==> src/rtl/mem_arbiter_pkg.sv <==
// Shared definitions for the instruction/data memory-port arbiter.
// Owner encoding tags the access whose response arrives next cycle.
package mem_arbiter_pkg;

  typedef enum logic [1:0] {
    OWN_NONE = 2'd0,
    OWN_I    = 2'd1,
    OWN_D    = 2'd2
  } owner_t;

  function automatic logic [31:0] mem_words(input int unsigned size_kb);
    return 32'(size_kb) * 32'd256;
  endfunction

endpackage

==> src/rtl/mem_arbiter_if.sv <==
// Requester and memory-side signals of the arbiter.
// The slave modport is the arbiter's view; master is the CPU/memory side.
interface mem_arbiter_if;
  logic        i_req;
  logic [31:0] i_addr;
  logic        i_gnt;
  logic        i_rvalid;
  logic [31:0] i_rdata;
  logic        i_err;

  logic        d_req;
  logic        d_we;
  logic [3:0]  d_wmask;
  logic [31:0] d_addr;
  logic [31:0] d_wdata;
  logic        d_gnt;
  logic        d_rvalid;
  logic [31:0] d_rdata;
  logic        d_err;

  logic [31:0] mem_addr;
  logic        mem_rstrb;
  logic [3:0]  mem_wmask;
  logic [31:0] mem_wdata;
  logic [31:0] mem_rdata;

  modport slave (
    input  i_req, i_addr, d_req, d_we, d_wmask, d_addr, d_wdata, mem_rdata,
    output i_gnt, i_rvalid, i_rdata, i_err,
    output d_gnt, d_rvalid, d_rdata, d_err,
    output mem_addr, mem_rstrb, mem_wmask, mem_wdata
  );

  modport master (
    output i_req, i_addr, d_req, d_we, d_wmask, d_addr, d_wdata, mem_rdata,
    input  i_gnt, i_rvalid, i_rdata, i_err,
    input  d_gnt, d_rvalid, d_rdata, d_err,
    input  mem_addr, mem_rstrb, mem_wmask, mem_wdata
  );
endinterface

==> src/rtl/mem_arb_grant.sv <==
// Grant decision between instruction and data requesters: fixed priority with
// a starvation guard, or round robin, plus the bookkeeping both need.
module mem_arb_grant #(
  parameter int RR_MODE      = 0,
  parameter int STARVE_LIMIT = 4
) (
  input  logic clk,
  input  logic resetn,
  input  logic i_req,
  input  logic d_req,
  output logic i_gnt,
  output logic d_gnt
);

  localparam logic [7:0] LIMIT = 8'(STARVE_LIMIT);

  logic [7:0] starve_cnt;
  logic       last_d;
  logic       i_wins;

  always_comb begin
    i_wins = i_req;
    if (i_req && d_req) begin
      if (RR_MODE != 0) i_wins = last_d;
      else              i_wins = (starve_cnt == LIMIT);
    end
  end

  assign i_gnt = i_wins;
  assign d_gnt = d_req && !i_wins;

  // Pointer resets as if data had the last grant.
  always_ff @(posedge clk or negedge resetn) begin
    if (!resetn) begin
      starve_cnt <= 8'd0;
      last_d     <= 1'b1;
    end else begin
      if (i_req && !i_gnt) begin
        if (starve_cnt != LIMIT) starve_cnt <= starve_cnt + 8'd1;
      end else begin
        starve_cnt <= 8'd0;
      end
      if (d_gnt)      last_d <= 1'b1;
      else if (i_gnt) last_d <= 1'b0;
    end
  end

endmodule

==> src/rtl/mem_arbiter.sv <==
// Shares one synchronous-read memory port between instruction fetch and
// load/store, routing the 1-cycle-latency response back to its owner.
module mem_arbiter
  import mem_arbiter_pkg::*;
#(
  parameter int MEMORY_SIZE_KB = 8,
  parameter int RR_MODE        = 0,
  parameter int STARVE_LIMIT   = 4
) (
  input logic         clk,
  input logic         resetn,
  mem_arbiter_if.slave bus
);

  localparam logic [31:0] WORDS = mem_words(MEMORY_SIZE_KB);

  logic        i_gnt;
  logic        d_gnt;
  logic        any_gnt;
  logic [31:0] win_addr;
  logic        in_range;
  logic        do_write;
  owner_t      owner_q;
  logic        err_q;

  mem_arb_grant #(
    .RR_MODE      (RR_MODE),
    .STARVE_LIMIT (STARVE_LIMIT)
  ) u_grant (
    .clk    (clk),
    .resetn (resetn),
    .i_req  (bus.i_req),
    .d_req  (bus.d_req),
    .i_gnt  (i_gnt),
    .d_gnt  (d_gnt)
  );

  assign bus.i_gnt = i_gnt;
  assign bus.d_gnt = d_gnt;
  assign any_gnt   = i_gnt || d_gnt;
  assign win_addr  = d_gnt ? bus.d_addr : bus.i_addr;
  assign in_range  = (win_addr >> 2) < WORDS;
  assign do_write  = d_gnt && bus.d_we && in_range;

  // Out-of-range accesses are granted but never reach the memory.
  always_comb begin
    bus.mem_addr  = any_gnt ? (win_addr & ~32'h3) : 32'h0;
    bus.mem_rstrb = in_range && (i_gnt || (d_gnt && !bus.d_we));
    bus.mem_wmask = do_write ? bus.d_wmask : 4'b0000;
    bus.mem_wdata = do_write ? bus.d_wdata : 32'h0;
  end

  always_ff @(posedge clk or negedge resetn) begin
    if (!resetn) begin
      owner_q <= OWN_NONE;
      err_q   <= 1'b0;
    end else begin
      owner_q <= i_gnt ? OWN_I : (d_gnt ? OWN_D : OWN_NONE);
      err_q   <= any_gnt && !in_range;
    end
  end

  assign bus.i_rvalid = (owner_q == OWN_I);
  assign bus.d_rvalid = (owner_q == OWN_D);
  assign bus.i_err    = bus.i_rvalid && err_q;
  assign bus.d_err    = bus.d_rvalid && err_q;
  assign bus.i_rdata  = (bus.i_rvalid && !err_q) ? bus.mem_rdata : 32'h0;
  assign bus.d_rdata  = (bus.d_rvalid && !err_q) ? bus.mem_rdata : 32'h0;

endmodule

==> src/flat_wrapper.sv <==
// flat-port wrapper written by rule: the top's interface ports become plain ports
module mem_arbiter_flat import mem_arbiter_pkg::*;
#(
  parameter int MEMORY_SIZE_KB = 8,
  parameter int RR_MODE        = 0,
  parameter int STARVE_LIMIT   = 4
)
  (clk, resetn, bus_i_req, bus_i_addr, bus_d_req, bus_d_we, bus_d_wmask, bus_d_addr, bus_d_wdata, bus_mem_rdata, bus_i_gnt, bus_i_rvalid, bus_i_rdata, bus_i_err, bus_d_gnt, bus_d_rvalid, bus_d_rdata, bus_d_err, bus_mem_addr, bus_mem_rstrb, bus_mem_wmask, bus_mem_wdata);
  mem_arbiter_if bus_i ();
  input logic clk;
  input logic resetn;
  input wire logic [$bits(bus_i.i_req)-1:0] bus_i_req;
  input wire logic [$bits(bus_i.i_addr)-1:0] bus_i_addr;
  input wire logic [$bits(bus_i.d_req)-1:0] bus_d_req;
  input wire logic [$bits(bus_i.d_we)-1:0] bus_d_we;
  input wire logic [$bits(bus_i.d_wmask)-1:0] bus_d_wmask;
  input wire logic [$bits(bus_i.d_addr)-1:0] bus_d_addr;
  input wire logic [$bits(bus_i.d_wdata)-1:0] bus_d_wdata;
  input wire logic [$bits(bus_i.mem_rdata)-1:0] bus_mem_rdata;
  output wire logic [$bits(bus_i.i_gnt)-1:0] bus_i_gnt;
  output wire logic [$bits(bus_i.i_rvalid)-1:0] bus_i_rvalid;
  output wire logic [$bits(bus_i.i_rdata)-1:0] bus_i_rdata;
  output wire logic [$bits(bus_i.i_err)-1:0] bus_i_err;
  output wire logic [$bits(bus_i.d_gnt)-1:0] bus_d_gnt;
  output wire logic [$bits(bus_i.d_rvalid)-1:0] bus_d_rvalid;
  output wire logic [$bits(bus_i.d_rdata)-1:0] bus_d_rdata;
  output wire logic [$bits(bus_i.d_err)-1:0] bus_d_err;
  output wire logic [$bits(bus_i.mem_addr)-1:0] bus_mem_addr;
  output wire logic [$bits(bus_i.mem_rstrb)-1:0] bus_mem_rstrb;
  output wire logic [$bits(bus_i.mem_wmask)-1:0] bus_mem_wmask;
  output wire logic [$bits(bus_i.mem_wdata)-1:0] bus_mem_wdata;
  assign bus_i.i_req = bus_i_req;
  assign bus_i.i_addr = bus_i_addr;
  assign bus_i.d_req = bus_d_req;
  assign bus_i.d_we = bus_d_we;
  assign bus_i.d_wmask = bus_d_wmask;
  assign bus_i.d_addr = bus_d_addr;
  assign bus_i.d_wdata = bus_d_wdata;
  assign bus_i.mem_rdata = bus_mem_rdata;
  assign bus_i_gnt = bus_i.i_gnt;
  assign bus_i_rvalid = bus_i.i_rvalid;
  assign bus_i_rdata = bus_i.i_rdata;
  assign bus_i_err = bus_i.i_err;
  assign bus_d_gnt = bus_i.d_gnt;
  assign bus_d_rvalid = bus_i.d_rvalid;
  assign bus_d_rdata = bus_i.d_rdata;
  assign bus_d_err = bus_i.d_err;
  assign bus_mem_addr = bus_i.mem_addr;
  assign bus_mem_rstrb = bus_i.mem_rstrb;
  assign bus_mem_wmask = bus_i.mem_wmask;
  assign bus_mem_wdata = bus_i.mem_wdata;
  mem_arbiter #(.MEMORY_SIZE_KB(MEMORY_SIZE_KB), .RR_MODE(RR_MODE), .STARVE_LIMIT(STARVE_LIMIT)) u_core (.clk(clk), .resetn(resetn), .bus(bus_i));
endmodule
==> config.mk <==
export PLATFORM = sky130hd
export DESIGN_NAME = mem_arbiter_flat
export DESIGN_NICKNAME = d
export VERILOG_FILES = /design/src/rtl/mem_arbiter_pkg.sv /design/src/rtl/mem_arbiter_if.sv /design/src/rtl/mem_arb_grant.sv /design/src/rtl/mem_arbiter.sv /design/src/flat_wrapper.sv
export SDC_FILE = /design/constraint.sdc
export NUM_CORES = 1
export LEC_CHECK = 0
export BUFFER_PORTS_ARGS = -buffer_cell sky130_fd_sc_hd__buf_2
export CAP_MARGIN = 20
export CORE_AREA = 4 4 106 108
export CTS_BUF_LIST = sky130_fd_sc_hd__clkbuf_8 sky130_fd_sc_hd__clkbuf_16
export CTS_CLUSTER_SIZE = 30
export DETAILED_ROUTE_END_ITERATION = 6
export DIE_AREA = 0 0 110 112
export PLACE_DENSITY_LB_ADDON = 0.1
export SLEW_MARGIN = 20
export SYNTH_ARGS = -nofsm -noshare
export SYNTH_HDL_FRONTEND = slang
export SYNTH_HIERARCHICAL = 1
export SYNTH_SLANG_ARGS = --single-unit
==> constraint.sdc <==
create_clock -name clk -period 6.52 [get_ports clk]
set_input_delay 0 -clock clk [delete_from_list [all_inputs] [get_ports clk]]
set_output_delay 0 -clock clk [all_outputs]
set_load 0.1 [all_outputs]
==> qor.tcl, run 1 <==
set qor(totalWireLength_um) 8860
set qor(end_kind) {output port}
set qor(nets) 664
set qor(slew-limit-headroom_pct) 42.7
set qor(async_reset_ff_share_pct) 100
set qor(n_antenna_cell) 0
set qor(hold_slack_ns) 0.114
set qor(start_util_pct) 17.4
set qor(dr_wl_met3_um) 1030
set qor(die_w_um) 110
set qor(powerDensity_nw_per_um2) 130
set qor(core_um2) 10200
set qor(via_count_of_the_first_global_routing_pass) 2543
set qor(route.antenna.remaining_nets) 0
set qor(detail_route.vias_per_cell) 4.23
set qor(max_freq_mhz) 280
set qor(maximum_ir_drop_on_the_vdd_rail_mv) 0.0595
set qor(r2r.worst_path.cells) 11
set qor(min-delay-path-class) {input pin to register}
set qor(synth_edf_count) 0
set qor(global_route.overflow_total) 0
set qor(crit_path_start) {u_core/u_grant/starve_cnt[0]$_DFFE_PN0P_}
set qor(outcome) {complete, no violations}
set qor(drt_pass1_iterations) 4
set qor(timing.clock.skew_ns) 0.00111
set qor(regToRegSetupSlack_ns) 3.58
set qor(cts-root-to-sink-buffers) 2
set qor(yosysTopAreaCellShare_pct) 23.2
set qor(number_of_placed_instances_with_taps_included) 655
set qor(critPathCapture) {bus_mem_wmask[0]}
set qor(syn_area_um2) 1780
set qor(drc) 0
set qor(sequential_cell_area_in_the_final_layout_um2) 275
set qor(clk_pin_slew_ns) 0.05
set qor(setup-tns-final_ns) 0
set qor(layout-drive-gt1-share_pct) 54.4
set qor(leakagePower_uw) 0.00210
set qor(drt-wirelength-per-cell_um) 13.4
set qor(total_of_endpoints_with_negative_setup_slack_in_the_final_report) 0
set qor(die_height_um) 112
set qor(period_share_pct) 54.8
set qor(yosys.area.top_type) {sky130_fd_sc_hd__and2_1}
set qor(final_util_pct) 32.0
set qor(global_route.usage.total_pct) 12.4
set qor(routedLengthMet1_um) 2950
set qor(drtIter0Drc) 138
set qor(worst_path_most_repeated_cell) {sky130_fd_sc_hd__buf_4}
set qor(worstSetupStartpointType) {register}
set qor(worst-setup-path-type) {register to output port}
set qor(grt_antenna_before_repair) 1
set qor(timing.critical_path.required_ns) 6.52
set qor(rsz0062_at_grt) {no}
set qor(cp_slowest_stage_delay_ns) 0.44
set qor(finalCriticalPeriod_ns) 3.57
set qor(arr_time_crit_path_ns) 3.57
set qor(top_layer) {met4}
set qor(yosys_most_used_dff) {sky130_fd_sc_hd__dfrtp_1}
set qor(critical_path.reg2reg.startpoint) {u_core/u_grant/starve_cnt[0]$_DFFE_PN0P_}
set qor(timing.critical_path.slowest_stage_cell) {sky130_fd_sc_hd__buf_2}
set qor(leading_cell_type_by_number_of_instances_after_synthesis) {sky130_fd_sc_hd__and2_1}
set qor(grt_pass1_wl_um) 12300
set qor(multiInputGateArea_um2) 1380
set qor(num_vias) 2789
set qor(ioPinCount) 276
set qor(n_fill_cell) 1153
set qor(numCtsBuffers) 3
set qor(area_growth_pct) 83.9
set qor(drv_slew) 0
set qor(timing.critical_path.cells) {inv_1 > ha_1 > nand4bb_2 > or2_1 > o21a_2 > buf_4 > nor4_1 > nand3_1 > a221oi_2 > buf_4 > and3_1 > buf_2}
set qor(timing_hold_violations_final) 0
set qor(grt_max_degree) 60
set qor(wl_met2_um) 4840
set qor(worstMarginPinSlew_ns) 0.859
set qor(gp_congestion) 0.774
set qor(synthesis.area_per_instance_um2) 6.63
set qor(placement.io_buffers) 269
set qor(dieArea_um2) 12300
set qor(ys_seq_area_share_pct) 15.4
set qor(stdcell_count) 660
set qor(number_of_distinct_standard_cells_referenced_by_the_synthesized_netlist) 32
set qor(rr_endpoint) {u_core/err_q$_DFF_PN0_}
set qor(synth_cells) 269
set qor(maxcap_violations) 0
set qor(cts_sinks) 11
set qor(clk_root_buffer_cell) {sky130_fd_sc_hd__clkbuf_8}
set qor(total_number_of_h_tree_levels) 1
set qor(yosys_register_bits) 11
set qor(cts_tree) {done}
set qor(detailedPlacementHpwl_um) 7590
set qor(cp_max_fo) 59
set qor(placementRows) 37
set qor(post_cts.resized_instances) 0
set qor(synth_warnings) 6
set qor(synthTopCellsByArea) {sky130_fd_sc_hd__and2_1 (23%), sky130_fd_sc_hd__dfrtp_1 (15%), sky130_fd_sc_hd__and3_1 (13%)}
set qor(worst_skew_pair.late_latency_ns) 0.23
set qor(yosys-top-cells-count) {sky130_fd_sc_hd__and2_1 (66), sky130_fd_sc_hd__nand2_1 (40), sky130_fd_sc_hd__and3_1 (36), sky130_fd_sc_hd__o21ai_0 (22), sky130_fd_sc_hd__clkbuf_1 (17)}
## state kept, by name, summed over array words and instances, names as in the netlist
name and count:
u_core/u_grant/starve_cnt 8, u_core/owner_q 2, u_core/err_q 1
## how the worst min path moves through the flow
| stage | to | startpoint | depth (start not counted) | slack [ns] |
|---|---|---|---|---|
| 6_report | u_core/u_grant/starve_cnt[7]$_DFFE_PN0P_ | bus_i_req | 3 | 0.11 |
| 5_1_grt | u_core/u_grant/starve_cnt[7]$_DFFE_PN0P_ | bus_i_req | 3 | 0.11 |
| 4_1_cts | u_core/u_grant/starve_cnt[7]$_DFFE_PN0P_ | bus_i_req | 3 | 0.11 |
| 3_5_place_dp | u_core/u_grant/starve_cnt[3]$_DFFE_PN0P_ | resetn | 1 | -0.11 |
| 3_3_place_gp | u_core/u_grant/starve_cnt[0]$_DFFE_PN0P_ | resetn | 1 | -0.11 |
| 2_1_floorplan | u_core/err_q$_DFF_PN0_ | resetn | 0 | -0.30 |
## cell type report
cell class | count | area share [%]
clock buffers | 3 | 1.26
flip-flops and latches | 11 | 8.40
repair buffers | 275 | 42.5
multi-input cells | 229 | 41.9
clock inverters | 1 | 0.115
inverters | 5 | 0.573
well taps | 136 | 5.19
## cells in the final DEF (no fill, tap or decap), types with 2 or more instances in the layout
master / n
sky130_fd_sc_hd__a21oi_1: 3
sky130_fd_sc_hd__a21oi_2: 2
sky130_fd_sc_hd__a22o_1: 11
sky130_fd_sc_hd__and2_1: 67
sky130_fd_sc_hd__and3_1: 36
sky130_fd_sc_hd__buf_2: 269
sky130_fd_sc_hd__buf_4: 5
sky130_fd_sc_hd__clkbuf_8: 3
sky130_fd_sc_hd__conb_1: 2
sky130_fd_sc_hd__dfrtp_1: 11
sky130_fd_sc_hd__ha_1: 2
sky130_fd_sc_hd__inv_1: 6
sky130_fd_sc_hd__nand2_1: 40
sky130_fd_sc_hd__nand3_1: 6
sky130_fd_sc_hd__nor2_1: 7
sky130_fd_sc_hd__nor2b_1: 7
sky130_fd_sc_hd__nor4_1: 9
sky130_fd_sc_hd__o21ai_0: 22
sky130_fd_sc_hd__or3_1: 3
sky130_fd_sc_hd__xor2_1: 2
## repair_timing
action | 4_1_cts | 5_1_grt
hold buffers | 1 | 0
hold endpoints to repair | 11 | 0
setup buffers | 0 | 0
## cells by family after synthesis
logic type / count (synthesis) / synth area share [%]
simple gates: 180 / 57.5
compound gates: 42 / 16.1
buf+inv: 30 / 7.93
flops: 11 / 15.4
xor+xnor: 3 / 1.47
fa+ha+maj: 2 / 1.40
other cells: 1 / 0.210
## metrics by stage
| step | setup WS (ns) | total power, uW | instance area (um2) |
|---|---|---|---|
| after global routing | 2.69 | 449 | 3280 |
| after floorplan | 1.28 | 292 | 1790 |
| after detailed placement | 3.18 | 366 | 3220 |
| after CTS | 2.91 | 432 | 3280 |
| final | 2.95 | 427 | 3280 |
| after global placement | 3.20 | 365 | 3220 |
## power breakdown
| part | switching [uW] | leakage, uW | internal, uW |
|---|---|---|---|
| registers | 1.44 | 0.000147 | 70.1 |
| clock network | 22.9 | 0.0000269 | 41.1 |
| logic | 231 | 0.00193 | 60.5 |
| total | 255 | 0.00210 | 172 |
## worst max-delay path, delay by kind of cell (launching register included)
family / cells / cell delay [ns]
buffers and inverters: 4 / 1.12
and+or+nand+nor: 5 / 1.11
AOI/OAI and AO/OA: 2 / 0.50
DFF: 1 / 0.42
adders and majority gates: 1 / 0.16
## metal layers
layer	up-vias	global-route usage (%)
li1	1421	-
met1	1196	11.7
met2	168	26.4
met3	4	3.01
met4	0	1.25
met5	-	0
(Power assumes the default switching activity.)
==> run 2, diff against run 1 <==
- ABC_AREA: default -> 1
- CORE_AREA: 4 4 106 108 -> 4 4 104 106
- DIE_AREA: 0 0 110 112 -> 0 0 108 110
- clock period: 6.52 -> 2.94 ns (I/O delays scaled with it)
==> qor.tcl, run 2 <==
set qor(cp_slowest_stage_delay_ns) 0.39
set qor(ys_seq_area_share_pct) 13.0
set qor(yosys_most_used_dff) {sky130_fd_sc_hd__dfrtp_1}
set qor(die_w_um) 108
set qor(total_power_uw) 1120
set qor(global_route.usage.total_pct) 16.7
set qor(regToRegSetupSlack_ns) 0.80
set qor(num_vias) 3317
set qor(crit_path_start) {u_core/u_grant/starve_cnt[0]$_DFFE_PN0P_}
set qor(worst_skew_pair.late_latency_ns) 0.24
set qor(route.antenna.remaining_nets) 0
set qor(clk_pin_slew_ns) 0.05
set qor(number_of_distinct_standard_cells_referenced_by_the_synthesized_netlist) 24
set qor(stdcell_count) 838
set qor(period_share_pct) 93.9
set qor(hold_slack_ns) 0.120
set qor(yosysTopAreaCellShare_pct) 20.4
set qor(outcome) {complete, no violations}
set qor(r2r.worst_path.cells) 15
set qor(post-place-ws_ns) 0.163
set qor(final_util_pct) 49.3
set qor(largest_register_ff_count) 8
set qor(clk_root_buffer_cell) {sky130_fd_sc_hd__clkbuf_8}
set qor(min-delay-path-class) {input pin to register}
set qor(arr_time_crit_path_ns) 2.76
set qor(synth_warnings) 6
set qor(grt_max_degree) 33
set qor(maxcap_violations) 0
set qor(maximum_ir_drop_on_the_vdd_rail_mv) 0.149
set qor(detailedPlacementHpwl_um) 9380
set qor(end_kind) {output port}
set qor(die_height_um) 110
set qor(synthTopCellsByArea) {sky130_fd_sc_hd__inv_1 (20%), sky130_fd_sc_hd__nor2_1 (20%), sky130_fd_sc_hd__nand2_1 (16%)}
set qor(most_common_cell_after_layout_fill_and_taps_aside) {sky130_fd_sc_hd__buf_2}
set qor(drc) 0
set qor(timing.critical_path.cells) {inv_2 > ha_4 > nand2_1 > nor2_1 > nand3_2 > o21a_4 > buf_6 > or2_4 > o21ai_4 > nand2_2 > nor2_4 > nand3_4 > buf_6 > nor2_4 > buf_12}
set qor(rsz0062_at_grt) {no}
set qor(numCtsBuffers) 3
set qor(most-common-layout-cells) {sky130_fd_sc_hd__buf_2 (232), sky130_fd_sc_hd__inv_1 (114), sky130_fd_sc_hd__nand2_1 (86), sky130_fd_sc_hd__nor2_2 (86), sky130_fd_sc_hd__buf_12 (40)}
set qor(core_um2) 9770
set qor(grt_pass1_wl_um) 15800
set qor(number_of_placed_instances_with_taps_included) 820
set qor(drv_slew) 0
set qor(detail_route.vias_per_cell) 3.96
set qor(synthesis.area_per_instance_um2) 4.91
set qor(layout-drive-gt1-share_pct) 61.8
set qor(yosys-top-cells-count) {sky130_fd_sc_hd__inv_1 (115), sky130_fd_sc_hd__nor2_1 (115), sky130_fd_sc_hd__nand2_1 (89), sky130_fd_sc_hd__nor2_2 (34), sky130_fd_sc_hd__o21ai_0 (21)}
set qor(critPathBufInv) 4
set qor(drt-wirelength-per-cell_um) 13.2
set qor(synth_edf_count) 0
set qor(post-route-worst-setup-slack_ns) 0.179
set qor(gp_congestion) 0.768
set qor(async_reset_ff_share_pct) 100
set qor(start_util_pct) 21.6
set qor(via_count_of_the_first_global_routing_pass) 3108
set qor(timing.critical_path.slowest_stage_cell) {sky130_fd_sc_hd__dfrtp_1}
set qor(ioPinCount) 276
set qor(powerDensity_nw_per_um2) 233
set qor(critical_path.reg2reg.startpoint) {u_core/u_grant/starve_cnt[0]$_DFFE_PN0P_}
set qor(global_route.overflow_total) 0
set qor(cts-root-to-sink-buffers) 2
set qor(cts_sinks) 11
set qor(cp_max_fo) 9
set qor(finalCriticalPeriod_ns) 2.76
set qor(totalWireLength_um) 11000
set qor(timing.clock.skew_ns) 0.00497
set qor(largestRegisters) {u_core/u_grant/starve_cnt x8, u_core/owner_q x2, u_core/err_q x1}
set qor(timing.critical_path.required_ns) 2.94
set qor(sequential_cell_area_in_the_final_layout_um2) 275
set qor(synth_cells) 431
set qor(area_growth_pct) 128
set qor(cts_tree) {done}
set qor(largest_register) {u_core/u_grant/starve_cnt}
set qor(n_antenna_cell) 0
set qor(placement.io_buffers) 269
set qor(n_fill_cell) 988
set qor(leakagePower_uw) 0.00281
set qor(worstSetupStartpointType) {register}
set qor(timing_hold_violations_final) 0
set qor(placementRows) 36
set qor(yosys.area.top_type) {sky130_fd_sc_hd__inv_1}
set qor(drt_pass1_iterations) 4
set qor(dieArea_um2) 11900
set qor(rr_endpoint) {u_core/err_q$_DFF_PN0_}
set qor(critical-path-top-delay-family) {simple AND/OR/NAND/NOR gates}
set qor(nets) 845
set qor(syn_area_um2) 2110
set qor(multiInputGateArea_um2) 1760
set qor(total_of_endpoints_with_negative_setup_slack_in_the_final_report) 0
set qor(drtIter0Drc) 140
set qor(worstMarginPinSlew_ns) 0.515
set qor(worst-setup-path-type) {register to output port}
set qor(slew-limit-headroom_pct) 65.9
set qor(grt_antenna_before_repair) 0
set qor(total_number_of_h_tree_levels) 1
set qor(critical_path_cell_count) 15
set qor(max_freq_mhz) 362
set qor(critPathCapture) {bus_mem_wdata[20]}
set qor(yosys_register_bits) 11
[run 2: cell types whose count changed after synthesis, sizes merged, moves of 6 or more]
cell,previous run,this run
clkbuf,17,11
and2,67,0
nand2,40,91
inv,5,116
nor2b,7,0
and3,36,0
nor4,9,0
nor2,7,150
a22o,11,0
[run 2: layout make-up]
class,count,area share (%)
tap,133,3.45
inverter,116,9.19
timing repair buffer,289,44.1
clock inverter,1,0.0779
sequential,11,5.71
timing repair inverter,1,0.130
multi-input combinational,284,36.4
clock buffer,3,0.857
[run 2: worst reg2reg max path, delay by kind of cell (launching register included)]
kind	cells	cell delay [ns]
compound gates	2	0.39
fa+ha+maj	1	0.13
buf+inv	4	0.52
flops	1	0.39
simple gates	8	0.63
[run 2: worst min path at each step]
stage | end | cells past startpoint | start | slack [ns]
after floorplan | u_core/err_q$_DFF_PN0_ | 0 | resetn | -0.30
after global placement | u_core/u_grant/starve_cnt[1]$_DFFE_PN0P_ | 1 | resetn | -0.12
after detailed placement | u_core/u_grant/starve_cnt[0]$_DFFE_PN0P_ | 1 | resetn | -0.11
after CTS | u_core/u_grant/starve_cnt[5]$_DFFE_PN0P_ | 3 | bus_i_req | 0.12
after global routing | u_core/u_grant/starve_cnt[5]$_DFFE_PN0P_ | 3 | bus_i_req | 0.13
final | u_core/u_grant/starve_cnt[5]$_DFFE_PN0P_ | 3 | bus_i_req | 0.12
[run 2: per-layer routing]
metal	routed length [um]	vias to the layer above	GRT usage (%)
met4	168	0	3.07
li1	-	1747	-
met3	996	13	4.31
met2	6120	148	33.8
met5	0	-	0
met1	3740	1409	17.4
[run 2: what timing repair did]
action | in CTS | in global routing
buffers inserted | 8 | 4
gates resized for setup | 4 | 15
cloned | 4 | 0
pin swaps | 2 | 9
setup endpoints to repair | 36 | 36
hold endpoints to repair | 11 | 0
hold buffers | 1 | 0
[run 2: logic make-up after synthesis]
| family | count (synthesis) | share of synthesized area [%] |
|---|---|---|
| AND/OR/NAND/NOR | 253 | 51.4 |
| AO/OA/AOI/OAI | 24 | 5.80 |
| other | 1 | 0.177 |
| adder cells (fa/ha/maj) | 2 | 1.18 |
| buffers and inverters | 137 | 27.2 |
| flip-flops | 11 | 13.0 |
| XOR/XNOR | 3 | 1.24 |
[run 2: through the flow]
step           area, um2  TNS [ns]
6_report            4820         0
5_1_grt             4820         0
4_1_cts             4830         0
3_5_place_dp        4580         0
3_3_place_gp        4580         0
2_1_floorplan       2590    -16.23
[run 2: report_power, final]
| group | internal (uW) | leakage, uW | switching, uW | total [uW] |
|---|---|---|---|---|
| combinational | 173 | 0.00264 | 638 | 810 |
| clock | 92.0 | 0.0000269 | 59.9 | 152 |
| sequential | 155 | 0.000147 | 2.98 | 158 |
